<file path="config.mk">
export PLATFORM = sky130hd
export DESIGN_NAME = fft64_ctrl
export DESIGN_NICKNAME = d
export VERILOG_FILES = /design/src/rtl/fft64_ctrl.sv
export SDC_FILE = /design/constraint.sdc
export NUM_CORES = 1
export LEC_CHECK = 0
export BUFFER_PORTS_ARGS = -buffer_cell sky130_fd_sc_hd__buf_4
export CAP_MARGIN = 40
export CORE_MARGIN = 4
export CORE_UTILIZATION = 49
export CTS_BUF_LIST = sky130_fd_sc_hd__clkbuf_8 sky130_fd_sc_hd__clkbuf_16
export CTS_CLUSTER_SIZE = 40
export DETAILED_ROUTE_END_ITERATION = 7
export GPL_ROUTABILITY_DRIVEN = 0
export PLACE_DENSITY = 0.77
export SLEW_MARGIN = 20
export SYNTH_ARGS = -nofsm -noshare
export SYNTH_HDL_FRONTEND = slang
export SYNTH_SLANG_ARGS = --single-unit
</file>
<file path="constraint.sdc">
create_clock -name clk -period 2.3 [get_ports clk]
set_clock_uncertainty 0.15 [all_clocks]
set_input_delay 0.345 -clock clk [delete_from_list [all_inputs] [get_ports clk]]
set_output_delay 0.345 -clock clk [all_outputs]
set_load 0.1 [all_outputs]
</file>
<file path="src/rtl/fft64_ctrl.sv">
// fft64_ctrl: sequencer for a 64-point FFT built from two passes of eight
// 8-point core operations (column pass, then row pass).
//
// Ports
//   clk, rst      : rising-edge clock, synchronous active-high reset
//   start         : one-cycle request to begin a transform (IDLE only)
//   abort         : cancel a transform in progress
//   core_vld_out  : result-valid strobe returned by the 8-point core
//   busy          : transform in progress (read or drain phase)
//   done          : one-cycle pulse after the row pass completes
//   pass          : 0 = column pass, 1 = row pass
//   rd_en/rd_grp  : sample-buffer read strobe and group index
//   core_vld_in   : core valid-in, rd_en delayed RD_LAT cycles
//   tw_grp        : twiddle-ROM group index, rd_grp delayed RD_LAT cycles
//   wr_en/wr_grp  : result write strobe and group index
//   err           : sticky protocol-error flag, cleared only by rst
module fft64_ctrl #(
  parameter int unsigned RD_LAT = 1,
  parameter int unsigned GRP_WD = 3
) (
  input  logic              clk,
  input  logic              rst,
  input  logic              start,
  input  logic              abort,
  input  logic              core_vld_out,
  output logic              busy,
  output logic              done,
  output logic              pass,
  output logic              rd_en,
  output logic [GRP_WD-1:0] rd_grp,
  output logic              core_vld_in,
  output logic [GRP_WD-1:0] tw_grp,
  output logic              wr_en,
  output logic [GRP_WD-1:0] wr_grp,
  output logic              err
);

  typedef enum logic [2:0] {
    S_IDLE,
    S_RD0,
    S_DR0,
    S_RD1,
    S_DR1,
    S_DONE
  } state_t;

  // Core results still in flight after an abort are swallowed for this long.
  localparam logic [2:0] IGN_LEN = 3'(RD_LAT + 2);

  state_t              state_q, state_d;
  logic [GRP_WD-1:0]   rd_cnt_q, rd_cnt_d;
  logic [GRP_WD-1:0]   wr_cnt_q, wr_cnt_d;
  logic                full_q, full_d;
  logic                err_q, err_d;
  logic [2:0]          ign_q, ign_d;
  logic [RD_LAT-1:0]   pipe_en_q, pipe_en_d;
  logic [GRP_WD-1:0]   pipe_grp_q [RD_LAT];
  logic [GRP_WD-1:0]   pipe_grp_d [RD_LAT];

  logic is_rd, is_dr, ign_act, wr_ok, last_wr;

  always_comb begin
    is_rd   = (state_q == S_RD0) || (state_q == S_RD1);
    is_dr   = (state_q == S_DR0) || (state_q == S_DR1);
    ign_act = (ign_q != '0);
    // full_q marks a pass whose eight writes already landed while still reading.
    wr_ok   = core_vld_out && !ign_act && (is_rd || is_dr) && !full_q;
    last_wr = wr_ok && (wr_cnt_q == '1);
  end

  always_comb begin
    busy        = is_rd || is_dr;
    done        = (state_q == S_DONE) && !abort;
    pass        = (state_q == S_RD1) || (state_q == S_DR1);
    rd_en       = is_rd;
    rd_grp      = rd_cnt_q;
    core_vld_in = pipe_en_q[RD_LAT-1];
    tw_grp      = pipe_grp_q[RD_LAT-1];
    wr_en       = wr_ok;
    wr_grp      = wr_cnt_q;
    err         = err_q;
  end

  always_comb begin
    state_d  = state_q;
    rd_cnt_d = rd_cnt_q;
    wr_cnt_d = wr_cnt_q;
    full_d   = full_q;
    err_d    = err_q;
    ign_d    = ign_act ? ign_q - 3'd1 : '0;

    pipe_en_d[0]  = is_rd;
    pipe_grp_d[0] = rd_cnt_q;
    for (int unsigned i = 1; i < RD_LAT; i++) begin
      pipe_en_d[i]  = pipe_en_q[i-1];
      pipe_grp_d[i] = pipe_grp_q[i-1];
    end

    if (core_vld_out && !ign_act && !wr_ok) begin
      err_d = 1'b1;
    end

    if (wr_ok) begin
      wr_cnt_d = wr_cnt_q + GRP_WD'(1);
    end

    unique case (state_q)
      S_IDLE: begin
        if (start && !abort) begin
          state_d = S_RD0;
        end
      end
      S_RD0, S_RD1: begin
        rd_cnt_d = rd_cnt_q + GRP_WD'(1);
        if (last_wr) begin
          full_d = 1'b1;
        end
        if (rd_cnt_q == '1) begin
          state_d = (state_q == S_RD0) ? S_DR0 : S_DR1;
        end
      end
      S_DR0, S_DR1: begin
        if (full_q || last_wr) begin
          state_d  = (state_q == S_DR0) ? S_RD1 : S_DONE;
          wr_cnt_d = '0;
          full_d   = 1'b0;
        end
      end
      S_DONE: begin
        state_d = S_IDLE;
      end
      default: begin
        state_d = S_IDLE;
      end
    endcase

    if (abort && (state_q != S_IDLE)) begin
      state_d   = S_IDLE;
      rd_cnt_d  = '0;
      wr_cnt_d  = '0;
      full_d    = 1'b0;
      ign_d     = IGN_LEN;
      pipe_en_d = '0;
      for (int unsigned i = 0; i < RD_LAT; i++) begin
        pipe_grp_d[i] = '0;
      end
    end
  end

  always_ff @(posedge clk) begin
    if (rst) begin
      state_q   <= S_IDLE;
      rd_cnt_q  <= '0;
      wr_cnt_q  <= '0;
      full_q    <= 1'b0;
      err_q     <= 1'b0;
      ign_q     <= '0;
      pipe_en_q <= '0;
      for (int unsigned i = 0; i < RD_LAT; i++) begin
        pipe_grp_q[i] <= '0;
      end
    end else begin
      state_q   <= state_d;
      rd_cnt_q  <= rd_cnt_d;
      wr_cnt_q  <= wr_cnt_d;
      full_q    <= full_d;
      err_q     <= err_d;
      ign_q     <= ign_d;
      pipe_en_q <= pipe_en_d;
      for (int unsigned i = 0; i < RD_LAT; i++) begin
        pipe_grp_q[i] <= pipe_grp_d[i];
      end
    end
  end

endmodule

</file>
# Word level (Yosys, flattened, before mapping)

Memory sizes are Yosys's and may differ from the RTL's.
Cells that the tools add are included.

Bits in registers: 15
Memory bits (writable): 3
Bits of input ports: 5
Output and inout bits: 16
Memories kept: 1

Memory list:

| memory     | depth | width | read ports | clocked after memory_dff | wr ports | line | RTL |
|---|---|---|---|---|---|---|---|
| pipe_grp_q | 1     | 3     | 1          | 0                        | 1        | 57   | `logic [GRP_WD-1:0] pipe_grp_q [RD_LAT];` |

Add/sub/neg operators: 3
Equality and inequality tests: 11
Muxes and demuxes: 20
Bitwise logic cells: 1
Reductions and logical operators: 28

Operator list:

| kind                | count |
|---|---|
| $mux 3              | 10 |
| $eq 3x3->1 const B  | 4 |
| $pmux 3 s3          | 1 |
| $logic_and 1x1->1   | 8 |
| $ne 2x2->1 const B  | 4 |
| $add 3x1->3 const B | 2 |
| $eq 3x2->1 const B  | 2 |
| $mux 1              | 6 |
| $reduce_and 3->1    | 2 |
| $reduce_bool 3->1   | 2 |
| $reduce_or 2->1     | 3 |
| $reduce_or 3->1     | 2 |
| $logic_or 1x1->1    | 5 |
| $logic_not 1->1     | 4 |
| $mux 2              | 2 |
| $eq 3x1->1 const B  | 1 |
| $logic_not 3->1     | 1 |
| $sub 3x1->3 const B | 1 |
| $pmux 1 s2          | 1 |
| $reduce_bool 2->1   | 1 |
| $not 1->1           | 1 |

# Depth between registers and ports, before layout

Gate-level depths: netlist of run 1.

Depth after elaboration: 9
Gate-level depth with buffers: 5
Gate-level depth less buffers: 5

# Least setup slack after synthesis of run 1

Ideal clock, no wire load.

Kind: register -> output
Start point: register state_q[0]
End point: output done
Arrival time: 3.473 ns
Data required time: 1.805 ns
Setup slack: -1.668 ns
Stages on the path, launching flop included: 3
Buffers on the path: 1
Cells stage by stage: dfxtp_1 clkbuf_1 nor4bb_1

Longest elaborated chain between the ends: 2

RTL lines:

| what                   | line | RTL |
|---|---|---|
| from (decl)            | 50   | `state_t state_q, state_d;` |
| from (signal assigned) | 163  | `state_q <= state_d;` |
| $eq 3x3->1             | 73   | `done = (state_q == S_DONE) && !abort;` |
| $logic_and 1x1->1      | 73   |  |
| to (decl)              | 27   | `output logic done,` |

Every way passes these cells.

# Worst setup path after layout of run 1

Start point: register ign_q[1]
End point: output wr_en

Longest elaborated chain between the ends: 5

RTL lines:

| what                            | line | RTL |
|---|---|---|
| from (decl)                     | 55   | `logic [2:0] ign_q, ign_d;` |
| from (signal assigned)          | 168  | `ign_q <= ign_d;` |
| $reduce_bool 3->1               | 65   | `ign_act = (ign_q != '0);` |
| $logic_not 1->1                 | 67   | `wr_ok = core_vld_out && !ign_act && (is_rd \|\| is_dr) && !full_q;` |
| $logic_and 1x1->1 (3 in series) | 67   |  |
| to (decl)                       | 33   | `output logic wr_en,` |

Every way passes these cells.

==> results of run 1 <==
## logic make-up after synthesis
group | after synthesis
xor+xnor | 4
simple gates | 35
flops | 18
mux | 4
fa+ha+maj | 4
compound gates | 13
buf+inv | 5
## cell usage after synthesis (2+ instances only)
| library cell | number |
|---|---|
| dfxtp_1 | 18 |
| mux2i_1 | 4 |
| xnor2_1 | 3 |
| a21oi_1 | 4 |
| nor3_1 | 2 |
| and2_1 | 4 |
| nand2_1 | 7 |
| clkbuf_1 | 4 |
| o21ai_0 | 2 |
| nor2b_1 | 2 |
| a31oi_1 | 2 |
| ha_1 | 4 |
| nor2_1 | 10 |
## area by class of cell
type / instances / area share, %
Inverter: 1 / 0.362
Tap cell: 16 / 1.93
Multi-Input combinational cell: 60 / 41.6
Timing Repair Buffer: 22 / 15.9
Clock buffer: 4 / 5.31
Sequential cell: 18 / 34.9
## flip-flops by register name (all words and copies together), names as in the netlist
name         flops
ign_q            3
err              1
full_q           1
wr_grp           3
state_q          3
core_vld_in      1
rd_grp           3
pipe_grp_q       3
## metrics by stage
step / total power, mW / util (%)
3_5_place_dp: 0.484 / 64.4
6_report: 0.740 / 68.1
3_3_place_gp: 0.483 / 64.4
4_1_cts: 0.745 / 68.1
2_1_floorplan: 0.450 / -
5_1_grt: 0.770 / 68.1
## where the power goes
| group | internal, mW | leakage (nW) | total [mW] | switching [mW] |
|---|---|---|---|---|
| Combinational | 0.0399 | 0.277 | 0.147 | 0.107 |
| Sequential | 0.321 | 0.147 | 0.331 | 0.00941 |
| Clock | 0.152 | 0.0288 | 0.262 | 0.110 |
| Total | 0.514 | 0.452 | 0.740 | 0.226 |
## routing by layer
metal | global-route usage (%) | up-vias | share of wire [%]
li1 | - | 331 | -
met1 | 23.8 | 303 | 46
met2 | 24.7 | 15 | 48
met3 | 3.32 | 5 | 3.8
met4 | 9.68 | 0 | 2.1
met5 | 0 | - | 0
## worst paths after layout
check	end	slack [ps]	cells past startpoint
setup / recovery	wr_en	140	3
hold / removal	ign_q[1]	130	2
setup reg to reg	wr_grp[1]	480	4
hold reg to reg	ign_q[1]	350	2
==> flow_summary.ini, run 1 <==
[sta]
totalNegativeSetupSlack_ps = 0
rsz0062_at_grt = false
worstMarginPinSlew_ps = 603
drv_slew = 0
max_freq_mhz = 463
hold_ws_ps = 126
slew_headroom_pct = 59.5
setup_slack_ps = 139
finalHoldViolations = 0
period_share_pct = 93.9
min_period_ps = 2160
setup_violations = 0

[cells_and_area]
final_common_cell = buf_4
ff_latch_area_um2 = 362
final_cell_area_mm2 = 0.00104
drive_above_1_share_pct = 31.4
fin_nets = 115
diodes = 0
final_cells = 121
fillers = 129
mostFrequentLayoutCells = buf_4 (22), dfxtp_1 (17), nor2_1 (9), nand2_1 (6)
multi_input_area_um2 = 432
areaGrowthSynthToFinish_pct = 31.2

[setup_path]
required_ps = 1800
arrival_ps = 1670
crit_path_start = ign_q[1]
r2r-start = state_q[1]
crit_type = register to output port
cp_num_buf_inv = 1
crit_chain = or4b_4 > nor4_4 > buf_4
start_kind = register
slowest_stage = or4b_4
end_kind = output port
critical_path.top_delay_family = simple AND/OR/NAND/NOR gates
cpPeakStageDelay_ps = 570
path_max_fanout = 5

[status]
outcome = finished clean

[global_routing]
grt.overflow.total = 0
grt_pass1_vias = 580
grt_use_total_pct = 17.2
grt_max_degree = 11
antenna_found_initial = 0
grt_pass1_wl_mm = 2.70

[worst_hold_path]
hp-start = rst
min_path_type = primary input to register

[cts]
cts_max_path_buffers = 2
cts_root_buf = clkbuf_8
cts_buffers = 3
cts_tree = built
postCtsSetupRepairBufs = 0
cts_hold_buf = 0
clock-sinks = 18
cts_resized = 0
clk_latency_ps = 260
path_clk_slew_ps = 70
htree_num_levels = 1

[logic_synthesis]
async_reset_ff_share_pct = 0
syn-cell-area_um2 = 791
synth_top_area_share_pct = 45.6
synth_compound_area_share_pct = 10.3
synthMuxAreaShare_pct = 5.06
yosysWarnings = 0
synthXorXnorAreaFrac_pct = 4.43
ys_ff_latch = 18
yosysSeqAreaShare_pct = 45.6
synth-simple-area-share_pct = 25.9
synth_top_area_cell = dfxtp_1
synth_edf_count = 0
synth_area_leaders = dfxtp_1 (46%), ha_1 (6.3%), mux2i_1 (5.1%)
syn_inst = 83
synth.distinct_cells = 30
synth_top_family_by_area = simple AND/OR/NAND/NOR gates
synthAdderAreaFrac_pct = 6.33
dominantRegCellSynth = dfxtp_1
syn_area_per_cell_um2 = 9.53
synth_nets = 92

[floorplanning]
die_w_um = 48.2
dieArea_mm2 = 0.00232
core-area_mm2 = 0.00152
start_util_pct = 51.9
pin_count = 21
row_count = 14
die_h_um = 48.2

[route]
first_iter_violations = 16
ant_nets = 0
vias_per_cell = 5.40
drc = 0
vias = 654
firstDrtPassIters = 4
wirelength_mm = 1.73
routedWlPerCell_um = 14.3

[pwr]
p_leak_nw = 0.452
p_per_area_mw_per_mm2 = 713
peakVddDrop_mv = 0.543

[job]
drv_cap = 0

[place]
postPlaceCellArea_um2 = 982
place_hpwl_mm = 1.21
portBuffers = 20
place_inst = 117
dpl_worst_slack_ps = 405
No activity file was read; power rests on OpenSTA's default activity.
==> inputs of run 2 (changes only) <==
--- a/config.mk
+++ b/config.mk
@@ -7,14 +7,16 @@
 export LEC_CHECK = 0
 export BUFFER_PORTS_ARGS = -buffer_cell sky130_fd_sc_hd__buf_4
 export CAP_MARGIN = 40
+export CELL_PAD_IN_SITES_DETAIL_PLACEMENT = 2
+export CELL_PAD_IN_SITES_GLOBAL_PLACEMENT = 2
+export CORE_ASPECT_RATIO = 0.6
 export CORE_MARGIN = 4
-export CORE_UTILIZATION = 49
+export CORE_UTILIZATION = 29
 export CTS_BUF_LIST = sky130_fd_sc_hd__clkbuf_8 sky130_fd_sc_hd__clkbuf_16
 export CTS_CLUSTER_SIZE = 40
 export DETAILED_ROUTE_END_ITERATION = 7
 export GPL_ROUTABILITY_DRIVEN = 0
-export PLACE_DENSITY = 0.77
-export SLEW_MARGIN = 20
+export PLACE_DENSITY = 0.76
 export SYNTH_ARGS = -nofsm -noshare
 export SYNTH_HDL_FRONTEND = slang
 export SYNTH_SLANG_ARGS = --single-unit
==> run 2 against run 1 <==
- sequential cell count is the same
- sequential power is essentially flat
- sequential share of layout area shrank 0.58 points
- design area grew 2.1%
- count of clock-buffer cells in the layout is the same
- maximum frequency shrank 0.57%
- register-to-register slack lost 140 ps
- die area grew 57%
- via count grew 2.0%
- final cell count grew 13%
- combinational power is essentially flat
- largest power group unchanged
- highest routed layer unchanged
==> flow_summary.ini, run 2 (synthesis gave the netlist of run 1 again) <==
[global_routing]
grt_use_total_pct = 14.0
grt.overflow.total = 0
grt_max_degree = 11
antenna_found_initial = 0
grt_pass1_vias = 676
grt_pass1_wl_mm = 3.82

[route]
vias_per_cell = 4.87
first_iter_violations = 21
drc = 0
ant_nets = 0
routedWlPerCell_um = 16.5
wirelength_mm = 2.26
firstDrtPassIters = 2
vias = 667

[cells_and_area]
final_cell_area_mm2 = 0.00106
final_cells = 137
drive_above_1_share_pct = 32.4
mostFrequentLayoutCells = buf_4 (22), dfxtp_1 (16), nor2_1 (9), nand2_1 (6)
fillers = 284
finish.utilization_pct = 41.4
areaGrowthSynthToFinish_pct = 33.9
final_common_cell = buf_4
fin_nets = 115
diodes = 0

[pwr]
p_per_area_mw_per_mm2 = 702
power_mw = 0.743
peakVddDrop_mv = 0.361
p_leak_nw = 0.453

[place]
place_inst = 133
portBuffers = 20
dpl_worst_slack_ps = 373
place_hpwl_mm = 1.72
postPlaceCellArea_mm2 = 0.00100

[cts]
cts_buffers = 3
cts_max_path_buffers = 2
htree_num_levels = 1
postCtsSetupRepairBufs = 0
cts_tree = built
cts_root_buf = clkbuf_8
clk_latency_ps = 260
clock-sinks = 18
path_clk_slew_ps = 70
cts_hold_buf = 0
cts_resized = 0

[setup_path]
end_kind = output port
critical_path.top_delay_family = simple AND/OR/NAND/NOR gates
slowest_stage = or4b_4
crit_path_start = ign_q[1]
r2r-start = state_q[2]
cp_num_buf_inv = 1
start_kind = register
crit_type = register to output port
cpPeakStageDelay_ps = 560
arrival_ps = 1680
path_max_fanout = 5
crit_chain = or4b_4 > nor4_4 > buf_4
required_ps = 1800

[sta]
rsz0062_at_grt = false
drv_slew = 0
max_freq_mhz = 460
finalHoldViolations = 0
setup_slack_ps = 127
setup_violations = 0
period_share_pct = 94.5
worstMarginPinSlew_ps = 600
min_period_ps = 2170
slew_headroom_pct = 59.7

[status]
outcome = finished clean

[floorplanning]
row_count = 14
dieArea_mm2 = 0.00365
core-area_mm2 = 0.00256
pin_count = 21
die_h_um = 48.5
die_w_um = 75.4
start_util_pct = 30.9

[worst_hold_path]
hp-start = rst
min_path_type = primary input to register

[job]
drv_cap = 0
[run 2: cell counts in the layout (fill, tap and decap cells not counted)]
Identical to the previous run, type by type.
[run 2: layer usage]
layer  track usage (%)  vias up  part of all wire, %
met5                 0        -                    0
met3              5.79        5                  5.0
met4              3.49        0                  1.0
met2              19.5       11                   44
met1              19.9      319                   49
li1                  -      332                    -
[run 2: layout make-up]
class / count / area, µm² / area share, %
multi-input combinational: 60 / 432 / 40.8
sequential: 18 / 363 / 34.3
timing repair buffer: 22 / 165 / 15.6
clock buffer: 4 / 55.1 / 5.20
tap: 32 / 40.0 / 3.78
inverter: 1 / 3.75 / 0.355
[run 2: report_power, final]
part | switching [mW] | internal (mW) | total [mW]
combinational | 0.109 | 0.0400 | 0.149
sequential | 0.00975 | 0.321 | 0.331
clock | 0.111 | 0.152 | 0.263
total | 0.230 | 0.514 | 0.743
[run 2: path summary, 6_finish.rpt]
path / to / slack (ps) / cells past startpoint
max: wr_en / 130 / 3
min: ign_q[1] / 130 / 2
max reg2reg: wr_grp[1] / 340 / 4
min reg2reg: pipe_grp_q[0][2] / 360 / 1
[run 2: per-stage QoR]
step                TNS [ps]  hold WS [ps]
floorplan              -1640           257
global placement           0           335
detailed placement         0           353
CTS                        0           126
global route               0           124
finish                     0           129
[run 2: worst reg2reg max path, cell delays in order (launching register included)]
cell	delay, ps
dfxtp_1	400
or3_1	440
a21oi_1	480
o31ai_1	250
nor2_1	170
==> inputs of run 3 (changes only) <==
--- a/config.mk
+++ b/config.mk
@@ -17,6 +17,7 @@
 export DETAILED_ROUTE_END_ITERATION = 7
 export GPL_ROUTABILITY_DRIVEN = 0
 export PLACE_DENSITY = 0.76
+export SLEW_MARGIN = 25
 export SYNTH_ARGS = -nofsm -noshare
 export SYNTH_HDL_FRONTEND = slang
 export SYNTH_SLANG_ARGS = --single-unit
==> constraint.sdc (replaced) <==
create_clock -name clk -period 2.2 [get_ports clk]
set_clock_uncertainty 0.15 [all_clocks]
set_input_delay 0.33 -clock clk [delete_from_list [all_inputs] [get_ports clk]]
set_output_delay 0.33 -clock clk [all_outputs]
set_load 0.1 [all_outputs]
==> run 3 against run 2 <==
- largest cell class unchanged
- wire length shrank 5.7%
- highest routed layer unchanged
- sequential power grew 5%
- final cell count grew 0.73%
- first-iteration DRC count shrank 24%
- count of clock-buffer cells in the layout is the same
- sequential cell count is the same
- critical path type unchanged
- setup slack lost 30 ps
- core utilization grew 0.44 points
- die area is the same
- sequential share of layout area shrank 0.36 points
==> flow_summary.ini, run 3 (synthesis gave the netlist of run 1 again) <==
[place]
portBuffers = 20
place_inst = 134
postPlaceCellArea_mm2 = 0.00101
place_hpwl_mm = 1.69
dpl_worst_slack_ps = 320

[cts]
cts_resized = 0
clk_latency_ps = 250
path_clk_slew_ps = 70
postCtsSetupRepairBufs = 0
cts_buffers = 3
cts_hold_buf = 0
htree_num_levels = 1
cts_tree = built
clock-sinks = 18
cts_root_buf = clkbuf_8
cts_max_path_buffers = 2

[pwr]
power_frac_comb_pct = 20.4
peakVddDrop_mv = 0.265
switching_share_pct = 30.4
pwr-share-clk_pct = 34.9
power.switching_mw = 0.236
p_per_area_mw_per_mm2 = 724
p_leak_nw = 0.458
seq_power_share_pct = 44.7
internal_power_mw = 0.539

[floorplanning]
start_util_pct = 30.9
pin_count = 21
die_h_um = 48.5
die_w_um = 75.4
row_count = 14
core-area_mm2 = 0.00256
dieArea_mm2 = 0.00365

[setup_path]
r2r_cells = 5
arrival_ps = 1620
r2r-start = ign_q[1]
reg2reg_to = wr_grp[1]
end_kind = output port
crit_type = register to output port
required_ps = 1720
path_max_fanout = 5
start_kind = register
regToRegSetupSlack_ps = 370

[cells_and_area]
final_common_cell = buf_4
areaGrowthSynthToFinish_pct = 35.3
drive_above_1_share_pct = 33.0
fillers = 279
mostFrequentLayoutCells = buf_4 (22), dfxtp_1 (16), nor2_1 (9), nand2_1 (6)
final_cells = 138
final_cell_area_mm2 = 0.00107
fin_nets = 116
diodes = 0

[route]
firstDrtPassIters = 2
vias = 668
drc = 0
ant_nets = 0
wirelength_mm = 2.13
routedWlPerCell_um = 15.5
vias_per_cell = 4.84
first_iter_violations = 16

[global_routing]
grt_pass1_vias = 685
grt.overflow.total = 0
antenna_found_initial = 0
grt_max_degree = 11
grt_pass1_wl_mm = 3.48
grt_use_total_pct = 12.4

[sta]
setup_slack_ps = 97.0
setup_violations = 0
min_period_ps = 2100
rsz0062_at_grt = false
period_share_pct = 95.6
max_freq_mhz = 476
drv_slew = 0
finalHoldViolations = 0
slew_headroom_pct = 59.5
worstMarginPinSlew_ps = 602

[job]
drv_cap = 0

[worst_hold_path]
min_path_type = primary input to register
hold_path_depth = 2
hp-start = rst
holdPathEnd = ign_q[1]

[status]
outcome = finished clean
## run 3: final cells by class
cell class,instances,area (µm²),area share (%)
multi-input combinational,60,432,40.4
clock buffer,4,55.1,5.15
inverter,1,3.75,0.351
sequential,18,363,33.9
timing repair buffer,23,176,16.5
tap,32,40.0,3.74
## run 3: power groups by stage
stage | Clock, mW | Sequential, mW | Combinational (mW)
global placement | 0 | 0.353 | 0.156
CTS | 0.279 | 0.346 | 0.159
global route | 0.300 | 0.348 | 0.167
finish | 0.270 | 0.346 | 0.158
detailed placement | 0 | 0.354 | 0.159
floorplan | 0 | 0.402 | 0.0695
## run 3: worst max-delay path, stage by stage (launching register included)
cell	delay (ps)
dfxtp_2	340
or4b_4	570
nor4_4	190
buf_6	270
## run 3: worst max-delay path by stage
stage	startpoint	end	slack [ps]	cells past startpoint
after floorplan	ign_q[1]	wr_grp[2]	-430	4
after global placement	core_vld_out	wr_en	320	4
after detailed placement	core_vld_out	wr_en	320	4
after CTS	ign_q[1]	wr_en	30	3
after global routing	ign_q[0]	wr_en	20	3
final	ign_q[1]	wr_en	100	3
## run 3: stage by stage
| step | TNS [ps] | total power [mW] | hold slack (ps) | util [%] |
|---|---|---|---|---|
| 3_5_place_dp | 0 | 0.513 | 352 | 39.5 |
| 2_1_floorplan | -2220 | 0.471 | 242 | - |
| 6_report | 0 | 0.774 | 113 | 41.8 |
| 4_1_cts | 0 | 0.784 | 106 | 41.6 |
| 5_1_grt | 0 | 0.814 | 99.6 | 41.8 |
| 3_3_place_gp | 0 | 0.508 | 337 | 39.5 |
## run 3: routing by layer
| metal | up-vias | GRT usage, % | part of all wire, % |
|---|---|---|---|
| met4 | 0 | 2.62 | 0.52 |
| met5 | - | 0 | 0 |
| li1 | 332 | - | - |
| met3 | 2 | 4.34 | 3.5 |
| met2 | 11 | 17.9 | 45 |
| met1 | 323 | 17.7 | 51 |
